--- src/rtl/mdu_hilo_ctrl.sv ---
// HI/LO owner and sequencer for the multiply/divide path: accepts HI/LO-class ops,
// launches one Mult or Div operation at a time and retires its result into HI/LO.
module mdu_hilo_ctrl #(
  parameter int unsigned TIMEOUT_CYCLES = 64
) (
  input  logic        clk,
  input  logic        reset_n,
  input  logic        op_valid,
  input  logic [2:0]  op,
  input  logic [31:0] rs_val,
  input  logic [31:0] rt_val,
  output logic        stall,
  output logic [31:0] mf_data,
  output logic [31:0] hi,
  output logic [31:0] lo,
  output logic        div_by_zero,
  output logic        timeout_err,
  output logic [31:0] mdu_a,
  output logic [31:0] mdu_b,
  output logic        mul_valid_in,
  output logic        mul_sign,
  input  logic        mul_valid_out,
  input  logic [31:0] mul_hi,
  input  logic [31:0] mul_lo,
  output logic        div_valid_in,
  output logic        div_sign,
  input  logic        div_valid_out,
  input  logic [31:0] div_hi,
  input  logic [31:0] div_lo
);

  typedef enum logic [1:0] {IDLE, MUL_WAIT, DIV_WAIT} state_e;
  typedef enum logic [2:0] {
    OP_MULT, OP_MULTU, OP_DIV, OP_DIVU, OP_MTHI, OP_MTLO, OP_MFHI, OP_MFLO
  } op_e;

  localparam int unsigned   CW        = $clog2(TIMEOUT_CYCLES);
  localparam logic [CW-1:0] LAST_WAIT = CW'(TIMEOUT_CYCLES - 1);

  state_e        state_q, state_d;
  logic [CW-1:0] wait_cnt_q;
  op_e           op_kind;
  logic          accept, is_mul, is_div, div_zero;
  logic          launch_mul, launch_div, retire_mul, retire_div, expire;

  assign op_kind    = op_e'(op);
  assign stall      = op_valid && (state_q != IDLE);
  assign accept     = op_valid && !stall;
  assign is_mul     = (op_kind == OP_MULT) || (op_kind == OP_MULTU);
  assign is_div     = (op_kind == OP_DIV)  || (op_kind == OP_DIVU);
  assign div_zero   = (rt_val == '0);
  assign launch_mul = accept && is_mul;
  assign launch_div = accept && is_div && !div_zero;
  assign retire_mul = (state_q == MUL_WAIT) && mul_valid_out;
  assign retire_div = (state_q == DIV_WAIT) && div_valid_out;
  // A result arriving in the final wait cycle beats the timeout.
  assign expire     = (state_q != IDLE) && !retire_mul && !retire_div &&
                      (wait_cnt_q == LAST_WAIT);

  // NOTE: every always_comb output gets a default first so no path can infer a latch.
  always_comb begin
    state_d = state_q;
    unique case (state_q)
      IDLE: begin
        if (launch_mul)      state_d = MUL_WAIT;
        else if (launch_div) state_d = DIV_WAIT;
      end
      MUL_WAIT: if (retire_mul || expire) state_d = IDLE;
      DIV_WAIT: if (retire_div || expire) state_d = IDLE;
      default:  state_d = IDLE;
    endcase
  end

  always_comb begin
    mf_data = '0;
    if (accept && op_kind == OP_MFHI)      mf_data = hi;
    else if (accept && op_kind == OP_MFLO) mf_data = lo;
  end

  // NOTE: registered state uses non-blocking assignments so every flop samples pre-edge values.
  always_ff @(posedge clk or negedge reset_n) begin
    if (!reset_n) begin
      state_q    <= IDLE;
      wait_cnt_q <= '0;
    end else begin
      state_q <= state_d;
      // Held at zero while idle, so each wait state starts counting from zero.
      if (state_q == IDLE) wait_cnt_q <= '0;
      else                 wait_cnt_q <= wait_cnt_q + CW'(1);
    end
  end

  always_ff @(posedge clk or negedge reset_n) begin
    if (!reset_n) begin
      hi           <= '0;
      lo           <= '0;
      mdu_a        <= '0;
      mdu_b        <= '0;
      mul_valid_in <= 1'b0;
      mul_sign     <= 1'b0;
      div_valid_in <= 1'b0;
      div_sign     <= 1'b0;
      div_by_zero  <= 1'b0;
      timeout_err  <= 1'b0;
    end else begin
      mul_valid_in <= launch_mul;
      div_valid_in <= launch_div;
      div_by_zero  <= accept && is_div && div_zero;
      timeout_err  <= expire;

      // Operands and sign only change on launch, so they stay stable for the whole wait.
      if (launch_mul || launch_div) begin
        mdu_a <= rs_val;
        mdu_b <= rt_val;
      end
      if (launch_mul) mul_sign <= (op_kind == OP_MULT);
      if (launch_div) div_sign <= (op_kind == OP_DIV);

      if (retire_mul) begin
        hi <= mul_hi;
        lo <= mul_lo;
      end else if (retire_div) begin
        hi <= div_hi;
        lo <= div_lo;
      end else if (accept && op_kind == OP_MTHI) begin
        hi <= rs_val;
      end else if (accept && op_kind == OP_MTLO) begin
        lo <= rs_val;
      end
    end
  end

endmodule

--- config.mk ---
export PLATFORM = sky130hd
export DESIGN_NAME = mdu_hilo_ctrl
export DESIGN_NICKNAME = d
export VERILOG_FILES = /design/src/rtl/mdu_hilo_ctrl.sv
export SDC_FILE = /design/constraint.sdc
export NUM_CORES = 1
export LEC_CHECK = 0
export CAP_MARGIN = 30
export CORE_UTILIZATION = 37
export DETAILED_ROUTE_END_ITERATION = 8
export PLACE_DENSITY = 0.78
export RECOVER_POWER = 50
export REMOVE_ABC_BUFFERS = 1
export SYNTH_ARGS = -nofsm -noshare
export SYNTH_HDL_FRONTEND = slang
export SYNTH_SLANG_ARGS = --single-unit
--- constraint.sdc ---
create_clock -name clk -period 2 [get_ports clk]
set_clock_uncertainty 0.05 [all_clocks]
set_input_delay 0.2 -clock clk [delete_from_list [all_inputs] [get_ports clk]]
set_output_delay 0.2 -clock clk [all_outputs]
set_load 0.1 [all_outputs]
# --- Word level (Yosys, flattened, before mapping) ---
# Cells that the tools add are included.
classes:
  n_reduce_logical: 32
  mux: 15
  eq_ne: 14
  n_addsub: 1
ops:
  columns: ["operator", "count"]
  rows:
  - ["$mux W32", 9]
  - ["$logic_not A32 Y1", 1]
  - ["$logic_and A1 B1 Y1", 15]
  - ["$eq A3 B3 Y1 const B", 4]
  - ["$mux W2", 4]
  - ["$add A6 B1 Y6 const B", 1]
  - ["$eq A3 B2 Y1 const B", 2]
  - ["$eq A6 B6 Y1 const B", 1]
  - ["$mux W6", 1]
  - ["$ne A3 B3 Y1 const B", 2]
  - ["$pmux W2 S3", 1]
  - ["$reduce_bool A3 Y1", 2]
  - ["$logic_or A1 B1 Y1", 5]
  - ["$logic_not A1 Y1", 4]
  - ["$ne A2 B1 Y1 const B", 2]
  - ["$eq A3 B1 Y1 const B", 1]
  - ["$logic_not A3 Y1", 1]
  - ["$reduce_and A3 Y1", 1]
  - ["$eq A2 B1 Y1 const B", 1]
  - ["$eq A2 B2 Y1 const B", 1]
  - ["$logic_not A2 Y1", 1]
  - ["$reduce_and A2 Y1", 1]
  - ["$reduce_bool A2 Y1", 1]
word_totals:
  register_bits: 142
  output_inout_bits: 167
  in_bits: 200
  elab_cells: 74

# --- Longest topological paths before layout ---
# Gate-level depths: netlist of the first run.
depth:
  ltp_word: 9
  ltp_mapped: 7
  mapped_depth_nobuf: 5

# --- Worst setup path before layout of the first run ---
# Ideal clock, no wire load.
synth_path:
  kind: "flip-flop to output port"
  startpoint: "register state_q[1]"
  endpoint: "output mf_data[0]"
  stages_incl_launch_ff: 6
  path_buffers: 2
  t_required_ps: 1750
  path_slack_ps: -760
  t_arrival_ps: 2510
  path_cell_list: "dfrtp_1 nand4bb_1 or2_2 clkbuf_1 clkbuf_1 nor2_1"
synth_via:
  elab_chain_len: 7
synth_rtl:
  columns: ["item", "line_no", "rtl"]
  rows:
  - ["from (decl)", "40", "state_e state_q, state_d;"]
  - ["from (signal assigned)", "86", "state_q <= state_d;"]
  - ["$reduce_bool A2 Y1 (*)", "47", "assign stall = op_valid && (state_q != IDLE);"]
  - ["$logic_and A1 B1 Y1 (*)", "47", null]
  - ["$logic_not A1 Y1 (*)", "48", "assign accept = op_valid && !stall;"]
  - ["$logic_and A1 B1 Y1 (*)", "48", null]
  - ["$logic_and A1 B1 Y1", "77", "else if (accept && op_kind == OP_MFLO) mf_data = lo;"]
  - ["$mux W32", "77", null]
  - ["$mux W32 (*)", "76", "if (accept && op_kind == OP_MFHI) mf_data = hi;"]
  - ["to (decl)", "13", "output logic [31:0] mf_data,"]
# Every way passes the cells marked *; elsewhere a longest branch is shown, timed or not.

# --- Final worst setup path of the first run ---
layout_path:
  startpoint: "register state_q[0]"
  endpoint: "output mf_data[28]"
# The elaborated chain is that of the path after synthesis.

==> results.md, run 1 <==
- R2R cell count: 6
- Largest net degree at the start of global routing: 57
- Cells after synthesis: 627
- Seq/Total Area, Yosys: 48.2%
- Minimum clock period: 2.14 ns
- Vias in the first global route: 6786
- Asr flop ratio synth: 100%
- Relative slew margins: 35.4%
- Via/cell ratio: 5.11
- Initial antenna violation count: 0
- Yosys top cell area share: 48.2%
- Ratio of final minimum period to clock period: 107%
- Core area: 19500 um^2
- Post-synth EDFFs: 0
- Library cells used by synthesis: 31
- Row cnt: 51
- Area contributors post-synth: dfrtp_1 48%, mux2i_1 13%, mux2_4 12%
- Final Non-Filler Cells: 1316
- DPL Wire Length: 19.3 mm
- Final hold slack: 0.0592 ns
- Netlist Area Pre-Place: 7370 um^2
- Max IR drop VDD: 1.17 mV
- CP endpoint kind: output pin
- Skew-Pair Late Insertion Delay: 0.41 ns
- WL/cell: 19.8 um
- Min-delay src: rt_val[5]
- GR Overflow Total: 0
- Gpl congestion: 0.853
- Syn Area/Cell: 11.8 um^2
- Die H: 143 um
- Worst-path fanout max: 12
- N_diodes: 0
- TritonRoute pass-1 iters: 4
- Clk pin slew, worst setup/hold paths: 0.06 ns
- Cell count after placement: 1276
- Layout net count: 1239
- Worst hold path class: input port to flop
- Most common cell after layout, fill and taps aside: clkdlybuf4s50_1
- CP Launch Type: flop
- Total clock sinks: 142
- # IOs: 367
- GR Util All Layers: 25.1%
- Setup Crit Path Kind: flop to output pin
- Root Buffer: clkbuf_16
- Total CTS buffers: 17
- P per Cell Area: 1410 nW/um^2
- Arrival time worst endpoint: 1.89 ns
- Final hold vios: 0
- Most common flop cell mapped by yosys: dfrtp_1
- Die Area: 20500 um^2
- Layout cells sized above 1: 36.3%
- Number of port buffers: 366
- Failing checks: setup timing
- Maximum root-to-sink buffer count: 2
- Setup-failing EPs final: 33
- Status: finished, violations left
- DRC: 0
- First-pass GRT wire length: 38.7 mm
- Largest area contributor in the netlist: dfrtp_1
- Number of warnings issued by yosys: 0
- Initial core utilization: 37.7%
- Initial DRC count: 333
- H-tree levels: 4
- Area Overhead vs Synth: 73.9%
- Leak: 0.00652 uW
- CTS tree: done
- Worst r2r src: state_q[1]
- R2r setup slk: 0.04 ns
- MaxCap Viol Count: 0
- Critical path data required time: 1.75 ns
- Max frequency: 467 MHz
- Slew @ Worst Pin: 0.969 ns
- Post-route setup slack: -0.143 ns
- Worst Hold Path Cells: 2
- RSZ-0062 raised after global routing: true
- Most frequent cells in the layout: 192 x clkdlybuf4s50_1, 184 x buf_4, 141 x dfrtp_1
- Via count: 6728
- Final ANT Viol Nets: 0
- Final Max Slew Viols: 0
- Hold path endpoint: mdu_b[5]
- Die width: 143 um
- Seq cells post-synth: 142
- Routed wire length: 26.1 mm
- Worst R2R End: lo[22]
## kinds of logic (layout without fill, tap and decap cells)
group	after synthesis	in the layout	share of synthesized area, %
AOI/OAI and AO/OA	133	133	13.8
xor gates and xnor gates	4	4	0.475
adders and majority gates	1	1	0.170
buffers and inverters	52	476	3.36
muxes	162	162	26.2
DFF	142	142	48.2
and+or+nand+nor	133	133	7.84
## critical path, cell delays in order, from the launching register on
cell and delay [ns]:
dfrtp_2 0.45, nand4bb_4 0.22, or2_4 0.29, buf_12 0.18
nor2_4 0.14, buf_12 0.18
## cells in the mapped netlist (3+ instances only)
| master | n |
|---|---|
| nor4_1 | 8 |
| nor2_1 | 104 |
| buf_2 | 6 |
| clkbuf_1 | 31 |
| dfrtp_1 | 142 |
| mux2i_1 | 96 |
| inv_1 | 3 |
| buf_6 | 6 |
| buf_1 | 6 |
| nand3b_1 | 3 |
| nand2_1 | 4 |
| mux2_2 | 6 |
| a211oi_1 | 64 |
| a21o_1 | 64 |
| mux2_4 | 60 |
| xnor2_1 | 3 |
## report_power, final
group | total, uW | internal [uW] | switching [uW]
Clock | 3040 | 1810 | 1230
Sequential | 4400 | 3710 | 687
Combinational | 10700 | 2690 | 7980
Total | 18100 | 8210 | 9900
## area by class of cell
| class | count | area [um^2] |
|---|---|---|
| Multi-Input combinational cell | 433 | 3880 |
| Tap cell | 265 | 332 |
| Fill cell | 1487 | 6710 |
| Timing Repair Buffer | 441 | 4480 |
| Sequential cell | 142 | 3550 |
| Clock buffer | 23 | 478 |
| Inverter | 3 | 11.3 |
| Clock inverter | 9 | 86.3 |
## worst max-delay path by stage
stage                    start  depth (start not counted)          end  slack, ns
finish              state_q[0]                          5  mf_data[28]      -0.14
global route        state_q[1]                          5  mf_data[28]      -0.21
CTS                 state_q[0]                          5   mf_data[7]      -0.15
detailed placement  rt_val[25]                          7    mdu_a[31]      -0.59
global placement    rt_val[25]                          7    mdu_a[31]      -0.40
floorplan           state_q[1]                          4        hi[0]      -2.77
## routing by layer
layer / wire length, um / GRT usage, % / vias to the layer above / share of wire (%)
met5: 0 / 0 / - / 0
li1: - / - / 3104 / -
met1: 10700 / 30.5 / 3326 / 41
met2: 13300 / 43.4 / 248 / 51
met4: 765 / 10.2 / 0 / 2.9
met3: 1250 / 4.76 / 50 / 4.8
## timing repair
action,in CTS,in global routing
setup endpoints to repair,96,115
buffers inserted,1,3
endpoints found under the hold margin,35,0
pin swaps,2,6
resized for setup,78,13
cloned,0,3
hold buffers,1,0
## per-stage QoR
step,TNS (ns),setup slack [ns],power (uW),instance area (um^2),utilization (%)
after global placement,-25.06,-0.400,14700,11800,60.4
after global routing,-6.59,-0.214,18600,12800,65.7
after detailed placement,-38.56,-0.586,14900,11800,60.4
after CTS,-4.60,-0.155,18100,12700,65.0
after floorplan,-313.89,-2.77,12100,7130,-
final,-4.21,-0.143,18100,12800,65.7
## registers in the layout, summed over array words and instances, names as in the netlist, 2 cells and up
signal      flops
lo             32
hi             32
state_q         2
mdu_a          32
wait_cnt_q      6
mdu_b          32
Power figures use the tool's default switching activity.
==> run 2, diff against run 1 <==
--- a/config.mk
+++ b/config.mk
@@ -6,9 +6,11 @@
 export NUM_CORES = 1
 export LEC_CHECK = 0
 export CAP_MARGIN = 30
-export CORE_UTILIZATION = 37
+export CORE_AREA = 2 2 141 143
 export DETAILED_ROUTE_END_ITERATION = 8
-export PLACE_DENSITY = 0.78
+export DIE_AREA = 0 0 143 145
+export HOLD_SLACK_MARGIN = 0.03
+export PLACE_DENSITY = 0.77
 export RECOVER_POWER = 50
 export REMOVE_ABC_BUFFERS = 1
 export SYNTH_ARGS = -nofsm -noshare
==> constraint.sdc (replaced) <==
create_clock -name clk -period 2.5 [get_ports clk]
set_clock_uncertainty 0.05 [all_clocks]
set_input_delay 0.25 -clock clk [delete_from_list [all_inputs] [get_ports clk]]
set_output_delay 0.25 -clock clk [all_outputs]
set_load 0.1 [all_outputs]
==> run 2 against run 1 <==
The run ends with capacitance limit, slew limit left. Die area is 1.2% higher. Design area is 8.2% lower. Worst setup slack better by 0.22 ns. Sequential cell count stayed put. Routed wire length is 5.4% lower. Critical path depth stayed put. Core utilization is 4.4 points lower. Combinational power is 25% lower. Via count is 5.1% lower. Clock power is 16% lower. Sequential share of layout area is 2.5 points higher. Critical endpoint is now mf_data[25].
==> results.md, run 2 (synthesis gave the netlist of run 1 again) <==
- Status: finished, violations left (unchanged)
- Failing checks: capacitance limit, slew limit (was setup timing)
- Leak: 0.00593 uW (was 0.00652 uW)
- Ratio of final minimum period to clock period: 96.8%
- Number of port buffers: 366 (unchanged)
- # IOs: 367 (unchanged)
- Minimum clock period: 2.42 ns
- DRC: 0 (unchanged)
- Area Overhead vs Synth: 59.7% (was 73.9%)
- Die width: 143 um (about the same)
- GR Overflow Total: 0 (unchanged)
- Fin util: 61.3% (was 65.7%)
- Slew @ Worst Pin: 1.59 ns (was 0.969 ns)
- Final Max Slew Viols: 64 (was 0)
- Final ANT Viol Nets: 0 (unchanged)
- Initial core utilization: 38.4% (was 37.7%)
- GR Util All Layers: 24.0% (was 25.1%)
- Initial antenna violation count: 0 (unchanged)
- Layout net count: 1192 (was 1239)
- Row cnt: 51 (unchanged)
- Placed cell areas: 11400 um^2 (was 11800 um^2)
- Vias in the first global route: 6621 (was 6786)
- Die H: 145 um (was 143 um)
- Initial DRC count: 297 (was 333)
- Largest net degree at the start of global routing: 86 (was 57)
- Core area: 19200 um^2 (was 19500 um^2)
- CP endpoint kind: output pin (unchanged)
- Max frequency: 413 MHz
- Most frequent cells in the layout: 197 x clkdlybuf4s50_1, 142 x dfrtp_1, 96 x mux2i_1 (was 192 x clkdlybuf4s50_1, 184 x buf_4, 141 x dfrtp_1)
- WL/cell: 19.4 um (was 19.8 um)
- Via/cell ratio: 5.03 (was 5.11)
- DPL Wire Length: 18.5 mm (was 19.3 mm)
- Max IR drop VDD: 1.06 mV (was 1.17 mV)
- Total CTS buffers: 17 (unchanged)
- N_diodes: 0 (unchanged)
- Relative slew margins: -6.24% (was 35.4%)
- P per Cell Area: 1200 nW/um^2 (was 1410 nW/um^2)
- Worst-path fanout max: 17 (was 12)
- H-tree levels: 4 (unchanged)
- Multi-input gate area: 3600 um^2 (was 3880 um^2)
- MaxCap Viol Count: 1 (was 0)
- Final Cell Area: 11800 um^2 (was 12800 um^2)
- TritonRoute pass-1 iters: 4 (unchanged)
- RSZ-0062 raised after global routing: true (unchanged)
- Cell count after placement: 1236 (was 1276)
- First-pass GRT wire length: 38.2 mm (was 38.7 mm)
- Layout cells sized above 1: 24.3% (was 36.3%)
- Arrival time worst endpoint: 2.12 ns (was 1.89 ns)
- CTS tree: done (unchanged)
- Setup-failing EPs final: 0 (was 33)
- Setup Crit Path Kind: flop to output pin (unchanged)
- Clk pin slew, worst setup/hold paths: 0.06 ns (about the same)
- CP Launch Type: flop (unchanged)
- Gpl congestion: 0.842 (was 0.853)
- Fillers: 1610 (was 1487)
- Worst hold path class: input port to flop (unchanged)
- Critical path data required time: 2.20 ns (was 1.75 ns)
- Root Buffer: clkbuf_16 (unchanged)
- Post-CTS setup buffer count: 0 (was 1)
- Die Area: 20700 um^2 (was 20500 um^2)
- Most common cell after layout, fill and taps aside: clkdlybuf4s50_1 (unchanged)
- Routed wire length: 24.6 mm (was 26.1 mm)
- Skew-Pair Late Insertion Delay: 0.42 ns (was 0.41 ns)
- Final Non-Filler Cells: 1269 (was 1316)
- Maximum root-to-sink buffer count: 2 (unchanged)
- Area of all sequential standard cells: 3550 um^2 (about the same)
- Design Power: 14100 uW (was 18100 uW)
- Via count: 6388 (was 6728)
- Total clock sinks: 142 (unchanged)
- Final hold vios: 0 (unchanged)
run 2: final cells by class:
cell class                 count  share of cell area [%]
clock buffer                  18                    3.73
clock inverter                14                    1.35
inverter                       3                  0.0956
multi-input combinational    433                    30.6
sequential                   142                    30.2
tap                          265                    2.82
timing repair buffer         394                    31.3
run 2: repair_timing:
| item | CTS | global route |
|---|---|---|
| hold endpoints to repair | 60 | 0 |
| endpoints found under the setup margin | 1 | 19 |
| resized for setup | 2 | 8 |
| hold buffers | 1 | 0 |
run 2: per-layer routing:
layer	wire [um]	GRT usage, %
met5	0	0
met4	739	9.16
met3	1500	4.98
met2	12300	40.2
met1	10100	30.4
run 2: path summary, 6_finish.rpt:
path                                  to  slack [ns]          start  cells past startpoint
setup / recovery             mf_data[25]        0.08     state_q[1]                      5
hold / removal                  mul_sign        0.34          op[0]                      3
setup reg to reg               mdu_b[23]        0.51     state_q[0]                      6
hold reg to reg            wait_cnt_q[0]        0.42  wait_cnt_q[0]                      1
max in group asynchronous      mdu_b[29]        0.42        reset_n                      3
min in group asynchronous      mdu_b[24]        0.71        reset_n                      2
run 2: where the power goes:
group / switching (uW) / internal (uW)
sequential: 519 / 2970
combinational: 6230 / 1810
clock: 1050 / 1510
run 2: stage by stage:
| step | setup TNS [ns] | hold WS (ns) | setup slack, ns |
|---|---|---|---|
| after floorplan | -238.06 | -0.0956 | -2.27 |
| after global placement | 0 | 0.239 | 0.00152 |
| after detailed placement | -3.15 | 0.234 | -0.111 |
| after CTS | 0 | 0.344 | 0.0192 |
| after global routing | -0.257 | 0.377 | -0.0284 |
| final | 0 | 0.340 | 0.0801 |
run 2: worst max-delay path, stage by stage, from the launching register on:
cell,delay [ns]
dfrtp_1,0.44
nand4bb_1,0.26
or2_2,0.32
buf_4,0.22
nor2_1,0.23
buf_12,0.21
